File: src/rtl/uart_pkg.sv
// Shared UART types and defaults for the Tx (and later Rx) paths.
package uart_pkg;

    typedef enum logic [2:0] {
        IDLE,
        START,
        DATA,
        PARITY,
        STOP1,
        STOP2
    } tx_state_e;

    localparam int unsigned DEFAULT_CLKS_PER_BIT = 868;
    localparam int unsigned UART_DATA_W          = 8;

    // Counter/index width, never below one bit.
    function automatic int unsigned clog2_min1(input int unsigned v);
        return (v <= 2) ? 1 : $clog2(v);
    endfunction

endpackage

File: src/rtl/uart_baud_cnt.sv
// Bit-period counter: counts 0..CLKS_PER_BIT-1 while enabled, flags the last cycle.
module uart_baud_cnt
    import uart_pkg::*;
#(
    parameter int unsigned CLKS_PER_BIT = DEFAULT_CLKS_PER_BIT
) (
    input  logic clk,
    input  logic reset,
    input  logic clear,
    input  logic enable,
    output logic bit_end
);

    localparam int unsigned      CNT_W = clog2_min1(CLKS_PER_BIT);
    localparam logic [CNT_W-1:0] LAST  = CNT_W'(CLKS_PER_BIT - 1);

    logic [CNT_W-1:0] cnt;

    always_comb begin
        bit_end = enable && (cnt == LAST);
    end

    always_ff @(posedge clk) begin
        if (reset || clear) begin
            cnt <= '0;
        end else if (enable) begin
            cnt <= bit_end ? '0 : cnt + CNT_W'(1);
        end
    end

endmodule

File: src/rtl/uart_tx_ctrl.sv
// UART transmit sequencer: start, DATA_W bits LSB-first, optional parity, 1/2 stop bits.
// Parity bit is included only when UART_TX_PARITY_EN is defined.
module uart_tx_ctrl
    import uart_pkg::*;
#(
    parameter int unsigned CLKS_PER_BIT = DEFAULT_CLKS_PER_BIT,
    parameter int unsigned DATA_W       = UART_DATA_W
) (
    input  logic              clk,
    input  logic              reset,
    input  logic              tx_en,
    input  logic              two_stop,
    input  logic              odd_parity,
    input  logic              control_status,
    input  logic [DATA_W-1:0] tx_data,
    output logic              start_ack,
    output logic              tx_out,
    output logic              busy,
    output logic              done
);

    localparam int unsigned      IDX_W    = clog2_min1(DATA_W);
    localparam logic [IDX_W-1:0] LAST_IDX = IDX_W'(DATA_W - 1);

    tx_state_e         state, state_n;
    logic [DATA_W-1:0] shift_reg, shift_n;
    logic [DATA_W-1:0] data_lat;
    logic [IDX_W-1:0]  bit_idx, idx_n;
    logic              two_stop_lat, odd_lat;
    logic              launch, bit_end, par_bit;
    logic              tx_out_n, busy_n, done_n;

    uart_baud_cnt #(
        .CLKS_PER_BIT(CLKS_PER_BIT)
    ) u_baud (
        .clk    (clk),
        .reset  (reset),
        .clear  (state == IDLE),
        .enable (state != IDLE),
        .bit_end(bit_end)
    );

    always_comb begin
        state_n = state;
        shift_n = shift_reg;
        idx_n   = bit_idx;
        launch  = 1'b0;
        par_bit = (^data_lat) ^ odd_lat;

        case (state)
            IDLE: begin
                if (control_status && tx_en) begin
                    launch  = 1'b1;
                    state_n = START;
                    shift_n = tx_data;
                    idx_n   = '0;
                end
            end
            START: begin
                if (bit_end) state_n = DATA;
            end
            DATA: begin
                if (bit_end) begin
                    shift_n = shift_reg >> 1;
                    if (bit_idx == LAST_IDX) begin
                        idx_n = '0;
`ifdef UART_TX_PARITY_EN
                        state_n = PARITY;
`else
                        state_n = STOP1;
`endif
                    end else begin
                        idx_n = bit_idx + IDX_W'(1);
                    end
                end
            end
            PARITY: begin
                if (bit_end) state_n = STOP1;
            end
            STOP1: begin
                if (bit_end) state_n = two_stop_lat ? STOP2 : IDLE;
            end
            STOP2: begin
                if (bit_end) state_n = IDLE;
            end
            default: state_n = IDLE;
        endcase

        // Line level is derived from the next state so tx_out stays a pure register.
        case (state_n)
            START:   tx_out_n = 1'b0;
            DATA:    tx_out_n = shift_n[0];
            PARITY:  tx_out_n = par_bit;
            default: tx_out_n = 1'b1;
        endcase

        busy_n = (state_n != IDLE);
        done_n = (state != IDLE) && (state_n == IDLE);
    end

    always_ff @(posedge clk) begin
        if (reset) begin
            state        <= IDLE;
            shift_reg    <= '0;
            data_lat     <= '0;
            bit_idx      <= '0;
            two_stop_lat <= 1'b0;
            odd_lat      <= 1'b0;
            tx_out       <= 1'b1;
            busy         <= 1'b0;
            done         <= 1'b0;
            start_ack    <= 1'b0;
        end else begin
            state     <= state_n;
            shift_reg <= shift_n;
            bit_idx   <= idx_n;
            tx_out    <= tx_out_n;
            busy      <= busy_n;
            done      <= done_n;
            start_ack <= launch;
            if (launch) begin
                data_lat     <= tx_data;
                two_stop_lat <= two_stop;
                odd_lat      <= odd_parity;
            end
        end
    end

endmodule

File: config.mk
export PLATFORM = sky130hd
export DESIGN_NAME = uart_tx_ctrl
export DESIGN_NICKNAME = d
export VERILOG_FILES = /design/src/rtl/uart_pkg.sv /design/src/rtl/uart_baud_cnt.sv /design/src/rtl/uart_tx_ctrl.sv
export SDC_FILE = /design/constraint.sdc
export NUM_CORES = 1
export LEC_CHECK = 0
export ABC_AREA = 1
export CAP_MARGIN = 5
export CORE_ASPECT_RATIO = 0.75
export CORE_UTILIZATION = 36
export DETAILED_ROUTE_END_ITERATION = 10
export SYNTH_ARGS = -nofsm -noshare
export SYNTH_HDL_FRONTEND = slang
export SYNTH_SLANG_ARGS = --single-unit
export TNS_END_PERCENT = 20
File: constraint.sdc
create_clock -name clk -period 4.13 [get_ports clk]
set_clock_uncertainty 0.2 [all_clocks]
set_input_delay 0.826 -clock clk [delete_from_list [all_inputs] [get_ports clk]]
set_output_delay 0.826 -clock clk [all_outputs]
set_load 0.02 [all_outputs]
* Yosys cells after proc, flatten, opt, wreduce, memory -nomap -nowiden
Index checks and enable logic that the tools add are counted.
W data, S select, Z words.
** Cells by class
- Add/sub/neg operators :: 2
- Eq/ne operators :: 12
- Mux-type cells :: 20
- Bitwise gates (word level) :: 1
- Reductions and logical operators :: 11
** Operators with widths (count)
- $mux W3 :: 11
- $pmux W3 S6 :: 1
- $mux W8 :: 2
- $pmux W8 S2 :: 1
- $eq A3 B2 Y1 const B :: 4
- $add A10 B1 Y10 const B :: 1
- $eq A10 B10 Y1 const B :: 1
- $mux W10 :: 1
- $eq A3 B3 Y1 const B :: 3
- $reduce_xor A8 Y1 :: 1
- $eq A3 B1 Y1 const B :: 2
- $logic_not A3 Y1 :: 2
- $pmux W3 S2 :: 1
- $reduce_bool A3 Y1 :: 2
- $add A3 B1 Y3 const B :: 1
- $logic_and A1 B1 Y1 :: 3
- $pmux W1 S3 :: 1
- $reduce_and A3 Y1 :: 1
- $mux W1 :: 2
- $ne A2 B1 Y1 const B :: 1
- $ne A2 B2 Y1 const B :: 1
- $reduce_bool A2 Y1 :: 1
- $logic_or A1 B1 Y1 :: 1
- $xor A1 B1 Y1 :: 1
** Word-level totals
- Bits in registers :: 38
- Input bits :: 14
- Output and inout bits :: 4
- Word-level logic and storage cells :: 58

* Logic depth before layout (Yosys ltp)
Gate-level depths: netlist of run 1.
- Word-level depth :: 6
- Depth in mapped cells :: 12
- Gate-level depth less buffers :: 11

* Hierarchy
A second synthesis of run 1 with hierarchy kept.
** Second synthesis, totals
- Cell total of the unflattened synthesis :: 271
- Area total of the unflattened synthesis :: 1999.4 um^2
** By module, submodules not included
- uart_tx_ctrl :: instances 1, cells an instance 193, area an instance 1410.1 um^2, sequential area each 560.5 um^2
- uart_baud_cnt :: instances 1, cells an instance 78, area an instance 589.3 um^2, sequential area each 200.2 um^2

* Worst setup path before layout of run 1
No wires, ideal clock.
- Path type :: input-to-reg
- Start :: input port reset
- End :: register u_baud.cnt[6]
- Setup time :: 73 ps
- Data arrival time :: 1504 ps
- Required time :: 3857 ps
- Slack :: 2353 ps
- Stages :: 6
- Path buffers :: 1
- Path through :: buf_2 nor2_1 inv_1 nor2_1 inv_2 nor3_2
** Between the ends
- Word-level cells in the longest chain between the ends :: 1
** Ends and longest elaborated chain
- from (decl) :: RTL line uart_tx_ctrl.sv:10 : input logic reset,
- $logic_or A1 B1 Y1 :: RTL line uart_baud_cnt.sv:24 : if (reset || clear) begin
- to (signal assigned) :: RTL line uart_baud_cnt.sv:27 : cnt <= bit_end ? '0 : cnt + CNT_W'(1);
- to (decl) :: RTL line uart_baud_cnt.sv:17 : logic [CNT_W-1:0] cnt;
Every way passes these cells.
A chain may end at the register's enable or synchronous reset.

* Worst setup path after layout of run 1
- Start :: register busy
- End :: output port busy
** RTL lines
- from (decl) :: RTL line uart_tx_ctrl.sv:18 : output logic busy,
- from (signal assigned) :: RTL line uart_tx_ctrl.sv:118 : busy <= busy_n;
No word-level cell between the ends.

==> metrics.md, run 1 <==
| Metric | Value |
|---|---|
| Status | `completed` |
| Main flop type after synthesis | `dfxtp_1` |
| Area grow syn2layout | `16.6%` |
| Wire per inst | `~12 um` |
| Placement-stage cell area | `about 2100 um2` |
| Crit path max fanout | `1` |
| Setup crit start kind | `flip-flop` |
| Mapped Cells | `253` |
| DP Wirelength | `2910 um` |
| Detailed-route DRC error count | `0` |
| Number of max-cap violations | `0` |
| Largest net degree at the start of global routing | `25` |
| Synth Area in Compound Gates | `10.8%` |
| Clk slew on worst S/H paths | `~0.08 ns` |
| Worst path cell trace | `clkdlybuf4s50_1` |
| Slew @ Worst Pin | `roughly 0.37 ns` |
| PwrDens | `roughly 330 nW/um2` |
| Hold Crit Depth | `1` |
| EDFF count, synth | `0` |
| First-pass GRT wire length | `6860 um` |
| Via count of the first global-routing pass | `1462` |
| Via count | `between 1500 and 2000` |
| Post-synthesis cell area | `1860 um2` |
| Post-synthesis cell type count | `33` |
| Worst Hold Class | `reg2reg` |
| Core area | `approximately 4900 um2` |
| CP max stage delay | `around 0.60 ns` |
| Initial antenna violation count | `0` |
| Initial Util | `37.7%` |
| Die extent in y | `64.2 um` |
| DR pass1 iterations | `6` |
| Antenna Cells | `0` |
| Final Non-Filler Cells | `between 300 and 400` |
| IO Pins | `18` |
| Root buffer cell | `clkbuf_8` |
| Final period util | `a little over half` |
| Layout cell share with drive strength beyond 1 | `between 10% and 20%` |
| Critical path depth | `1` |
| Gr ovfl total | `0` |
| RSZ-0062 raised after global routing | `false` |
| First DRT Iteration DRCs | `117` |
| Largest family of logic cells by synthesized area | `simple AND/OR/NAND/NOR gates` |
| R2r worst-path depth | `10` |
| Mapped Nets | `270` |
| Fin. Hold Viols | `0` |
| Post-CTS Setup Inserts | `0` |
| VDD IR max | `between 0.15 and 0.2 mV` |
| Worst Path Arrival | `between 1 and 1.5 ns` |
| Critical path required time | `3.10 ns` |
| Tot GR Track Use | `16.2%` |
| DRT Wirelength | `between 3000 and 4000 um` |
| Post-route cell area | `between 2000 and 2500 um2` |
| Post-Synth XOR/XNOR Area | `3.30%` |
| Die area | `~5500 um2` |
| Largest register FFs | `10` |
| Nets | `roughly 290` |
| Detail Route Antenna Nets | `0` |
| Yosys warns | `0` |
| P_leak | `a little under 0.9 nW` |
| Clk Latency, worst-skew pair | `about 0.29 ns` |
| RePlAce Congestion | `roughly 0.86` |
| Vias per std cell | `~5` |
| Mean Syn Cell Area | `around 7.3 um2` |
| Total power | `between 0.7 and 0.8 mW` |
| Normalized max-slew margin | `~75%` |
| H-tree Lvls | `2` |
| Num rows | `22` |
| Register area share after synthesis | `about 41%` |
| Count of input and output buffers | `17` |
| Type of the worst setup path | `reg2out` |
| Post-synthesis adder-cell area fraction | `2.02%` |
| Number of synthesized register bits | `38` |
| Bufs and invs on worst path | `1` |
| Final worst setup slack | `1.89 ns` |
| Slowest CP cell | `clkdlybuf4s50_1` |
| Die width | `about 85 um` |
| CTS Hold Bufs | `0` |
| Min Tclk post-route | `between 2 and 2.5 ns` |
| Mux cell area share after synthesis | `0%` |
| CTS sink cnt | `38` |
| Kind of cell adding the most delay to the critical path | `buffers and inverters` |
| Pre-CTS setup slack | `~1.7 ns` |
| Post-synth ARST share | `0%` |
| Setup TNS | `0 ns` |
| Slew Viols, Final | `0` |
| Final setup viols | `0` |
| DP Cell Count | `approximately 330` |
| Peak Freq | `between 400 and 500 MHz` |
| CTS tree | `yes` |
| Number of CTS-inserted buffers | `5` |
| Post-cts resize count | `0` |
| Max clock buf depth | `2` |
| CP endpoint kind | `output port` |
| Simple-gate share of the synthesized area | `a little over a third` |
-- cells in the final DEF, fill, tap and decap left out, types with 2 or more instances in the layout --
cell,synthesis,final
a31oi_1,9,9
nand3_2,2,2
nand2_1,70,70
nor2_1,26,26
clkdlybuf4s50_1,0,17
inv_2,4,4
xor2_1,4,4
a21oi_1,20,20
nor2_2,4,4
inv_1,17,17
clkinv_2,2,3
nand4_1,3,3
nand3_1,13,13
xnor2_1,3,3
nand2_2,3,3
nand3b_1,2,2
o21ai_0,7,7
nand2_4,2,2
nor3_1,3,3
ha_1,3,3
dfxtp_1,38,38
nor4_1,2,2
nor2_4,2,2
clkbuf_8,0,6
-- area by class of cell --
| type | instances | area, um2 |
|---|---|---|
| well taps | 60 | 75.1 |
| fillers | 518 | 2760 |
| flip-flops and latches | 38 | 761 |
| clock inverters | 2 | 12.5 |
| inverters | 25 | 98.8 |
| clock buffers | 6 | 82.6 |
| multi-input cells | 184 | 957 |
| repair buffers | 18 | 178 |
-- cells in the mapped netlist, drive strengths merged, types with 4 or more instances --
cell type | instances | area (um2)
a21oi | 20 | 100
a31oi | 9 | 56.3
buf | 4 | 32.5
dfxtp | 38 | 761
inv | 22 | 85.1
nand2 | 75 | 304
nand3 | 16 | 103
nor2 | 32 | 145
nor3 | 4 | 25.0
o21ai | 7 | 35.0
xor2 | 4 | 35.0
-- report_power, final --
part / internal [mW] / switching (mW)
sequential: 0.378 / 0.00629
clock: 0.134 / 0.135
combinational: 0.0305 / 0.0373
-- logic make-up (layout without fill, tap and decap cells) --
logic type | count (synthesis) | count (layout)
AOI/OAI and AO/OA | 37 | 37
xor gates and xnor gates | 7 | 7
adders and majority gates | 3 | 3
buffers and inverters | 31 | 51
DFF | 38 | 38
and+or+nand+nor | 137 | 137
-- metrics by stage --
stage | hold WS (ns) | util (%)
after detailed placement | 0.239 | 42.0
after CTS | 0.255 | 43.9
after global placement | 0.230 | 42.0
final | 0.250 | 43.9
after floorplan | 0.218 | -
after global routing | 0.272 | 43.9
-- routing by layer --
metal | vias up | track usage, % | wire length [um]
met5 | - | 0 | 0
met4 | 0 | 5.72 | 46
met3 | 5 | 4.26 | 233
met2 | 35 | 20.8 | 1460
met1 | 741 | 25.2 | 2160
li1 | 867 | - | -
-- final timing paths --
path,from,endpoint,slack [ns]
hold / removal,u_baud.cnt[0]$_SDFFE_PP0N_,u_baud.cnt[0]$_SDFFE_PP0N_,0.25
setup reg to reg,u_baud.cnt[0]$_SDFFE_PP0N_,done$_SDFF_PP0_,2.26
setup / recovery,busy$_SDFF_PP0_,busy,1.89
hold reg to reg,u_baud.cnt[0]$_SDFFE_PP0N_,u_baud.cnt[0]$_SDFFE_PP0N_,0.25
Note: power is estimated with default switching activity, not from simulation.
==> run 2, diff against run 1 <==
==> constraint.sdc (replaced) <==
create_clock -name clk -period 1.8 [get_ports clk]
set_clock_uncertainty 0.2 [all_clocks]
set_input_delay 0.36 -clock clk [delete_from_list [all_inputs] [get_ports clk]]
set_output_delay 0.36 -clock clk [all_outputs]
set_load 0.02 [all_outputs]
==> metrics.md, run 2 (synthesis gave the netlist of run 1 again) <==
| Metric | Value |
|---|---|
| Combinational power share | `8.6% (-0.8 points)` |
| Worst r2r src | `u_baud.cnt[6]$_SDFFE_PP0N_` |
| Reg-to-Reg End | `done$_SDFF_PP0_` |
| Final period util | `between 90 and 100%` |
| Type of the worst setup path | `reg2out` |
| Total power | `1.92 mW (+170%)` |
| Tot GR Track Use | `15.8% (-0.42 points)` |
| Largest net degree at the start of global routing | `25 (unchanged)` |
| Core area | `4930 um2 (unchanged)` |
| RSZ-0062 raised after global routing | `false` |
| PwrDens | `820 nW/um2 (+150%)` |
| Number of max-cap violations | `0 (unchanged)` |
| Via count | `1641 (-0.42%)` |
| Worst Path Arrival | `1.19 ns (-0.03 ns)` |
| P_sw | `0.422 mW (+140%)` |
| CTS sink cnt | `38 (unchanged)` |
| Switching Share | `22.0% (-2.8 points)` |
| CP endpoint kind | `output port` |
| Die width | `84.9 um (unchanged)` |
| Number of CTS-inserted buffers | `5 (unchanged)` |
| Crit path max fanout | `1 (unchanged)` |
| DR pass1 iterations | `8 (+2)` |
| Slowest CP cell | `clkdlybuf4s50_1` |
| Sequential group share of total power | `45.9% (-7.4 points)` |
| Largest register FFs | `10 (unchanged)` |
| Critical path required time | `1.24 ns (-1.86 ns)` |
| DP Cell Count | `336 (+3.4%)` |
| RePlAce Congestion | `0.864 (+0.86%)` |
| CP endpoint | `start_ack` |
| Post-route cell area | `2340 um2 (+8.2%)` |
| P_leak | `0.986 nW (+13%)` |
| Nets | `300 (+3.8%)` |
| DP Wirelength | `3040 um (+4.5%)` |
| First-pass GRT wire length | `6640 um (-3.1%)` |
| Clk slew on worst S/H paths | `0.08 ns (about the same)` |
| Normalized max-slew margin | `78.6% (+3.3 points)` |
| Count of input and output buffers | `17 (unchanged)` |
| Pre-CTS setup slack | `-0.0244 ns (-1.77 ns)` |
| H-tree Lvls | `2 (unchanged)` |
| Gr ovfl total | `0 (unchanged)` |
| Most common cell after layout, fill and taps aside | `nand2_1` |
| Via count of the first global-routing pass | `1390 (-4.9%)` |
| Worst Hold Class | `reg2reg` |
| Detailed-route DRC error count | `1 (+1)` |
| Setup TNS | `0 ns (unchanged)` |
| Detail Route Antenna Nets | `0 (unchanged)` |
| Root buffer cell | `clkbuf_8` |
| Internal power | `1.50 mW (+180%)` |
| R2r worst-path depth | `10 (unchanged)` |
| Critical path depth | `1 (unchanged)` |
| Bufs and invs on worst path | `1 (unchanged)` |
| CP max stage delay | `0.59 ns (about the same)` |
| Setup crit start kind | `flip-flop` |
| Area grow syn2layout | `26.1%` |
| Final Non-Filler Cells | `344 (+3.3%)` |
| CTS Hold Bufs | `0 (unchanged)` |
| Worst path cell trace | `clkdlybuf4s50_1` |
| Die extent in y | `64.2 um (unchanged)` |
| Final worst setup slack | `0.0483 ns (-1.84 ns)` |
| Max clock buf depth | `2 (unchanged)` |
| IO Pins | `18 (unchanged)` |
| Kind of cell adding the most delay to the critical path | `buffers and inverters` |
| Clk Latency, worst-skew pair | `0.29 ns (about the same)` |
| Commonest non-fill, non-tap cells in the layout | `nand2_1, dfxtp_1, nor2_1, a21oi_1, inv_1` |
| Slew Viols, Final | `0 (unchanged)` |
| Fin. Hold Viols | `0 (unchanged)` |
| Status | `complete, but fails checks` |
| Worst R2R Setup Slack | `0.12 ns (-2.14 ns)` |
| Vias per std cell | `4.77 (-3.6%)` |
| Clock power share | `45.6% (+8.3 points)` |
| Initial Util | `37.7% (unchanged)` |
| Setup crit start | `start_ack$_SDFF_PP0_` |
| Num rows | `22 (unchanged)` |
| Wire per inst | `11.7 um (-0.17%)` |
| Initial antenna violation count | `0 (unchanged)` |
| Fillers | `486 (-6.2%)` |
| Final setup viols | `0 (unchanged)` |
| CTS tree | `yes` |
| Peak Freq | `571 MHz` |
| VDD IR max | `0.371 mV (+110%)` |
| DRT Wirelength | `4020 um (+3.1%)` |
| Failing checks | `DRC` |
| Min Tclk post-route | `~1.8 ns` |
| Slew @ Worst Pin | `0.317 ns (-0.0492 ns)` |
| Placement-stage cell area | `2160 um2 (+4.6%)` |
| Layout cell share with drive strength beyond 1 | `17.6% (+5.5 points)` |
| Antenna Cells | `0 (unchanged)` |
| Die area | `5450 um2 (unchanged)` |
| First DRT Iteration DRCs | `138 (+18%)` |
[run 2: changes by cell type in the layout (fill, tap and decap cells not counted), sizes merged]
| cell | delta |
|---|---|
| buf | +11 |
| bufinv | +2 |
| clkdlybuf4s50 | -2 |
| dlymetal6s2s | +2 |
| clkbuf | -1 |
| clkinvlp | -1 |
[run 2: final cells by class]
class                      count  area, um2  area share (%)
tap                           60       75.1            3.21
clock buffer                   5       68.8            2.94
sequential                    38        764            32.7
timing repair buffer          29        278            11.9
clock inverter                 3       68.8            2.94
multi-input combinational    184        985            42.1
inverter                      25        101            4.33
[run 2: power groups by stage]
stage | Combinational [mW] | Clock (mW) | Sequential (mW)
4_1_cts | 0.166 | 0.892 | 0.880
6_report | 0.165 | 0.875 | 0.881
3_5_place_dp | 0.165 | 0 | 0.900
3_3_place_gp | 0.163 | 0 | 0.900
5_1_grt | 0.184 | 0.930 | 0.884
2_1_floorplan | 0.0932 | 0 | 0.902
[run 2: metrics by stage]
| step | hold WS [ns] | utilization [%] |
|---|---|---|
| floorplan | 0.218 | - |
| global placement | 0.261 | 43.9 |
| detailed placement | 0.257 | 43.9 |
| CTS | 0.268 | 46.7 |
| global route | 0.301 | 47.5 |
| finish | 0.265 | 47.5 |
[run 2: how the worst min path moves through the flow]
| stage | start | to | slack (ns) | cells past startpoint |
|---|---|---|---|---|
| 2_1_floorplan | u_baud.cnt[0]$_SDFFE_PP0N_ | u_baud.cnt[0]$_SDFFE_PP0N_ | 0.22 | 1 |
| 3_3_place_gp | two_stop_lat$_SDFFE_PP0P_ | two_stop_lat$_SDFFE_PP0P_ | 0.26 | 2 |
| 3_5_place_dp | two_stop_lat$_SDFFE_PP0P_ | two_stop_lat$_SDFFE_PP0P_ | 0.26 | 2 |
| 4_1_cts | two_stop_lat$_SDFFE_PP0P_ | two_stop_lat$_SDFFE_PP0P_ | 0.27 | 2 |
| 5_1_grt | bit_idx[2]$_SDFFE_PP0P_ | bit_idx[2]$_SDFFE_PP0P_ | 0.30 | 2 |
| 6_report | two_stop_lat$_SDFFE_PP0P_ | two_stop_lat$_SDFFE_PP0P_ | 0.27 | 2 |
[run 2: layer usage]
metal	up-vias	track usage, %	routed length [um]
met4	0	6.36	44
met5	-	0	0
met2	60	19.4	1500
li1	883	-	-
met3	5	3.49	284
met1	693	25.3	2200
[run 2: timing repair]
item / in CTS / in global routing
gates resized for setup: 0 / 11
hold endpoints to repair: 0 / 0
buffers inserted: 0 / 0
endpoints found under the setup margin: 0 / 15
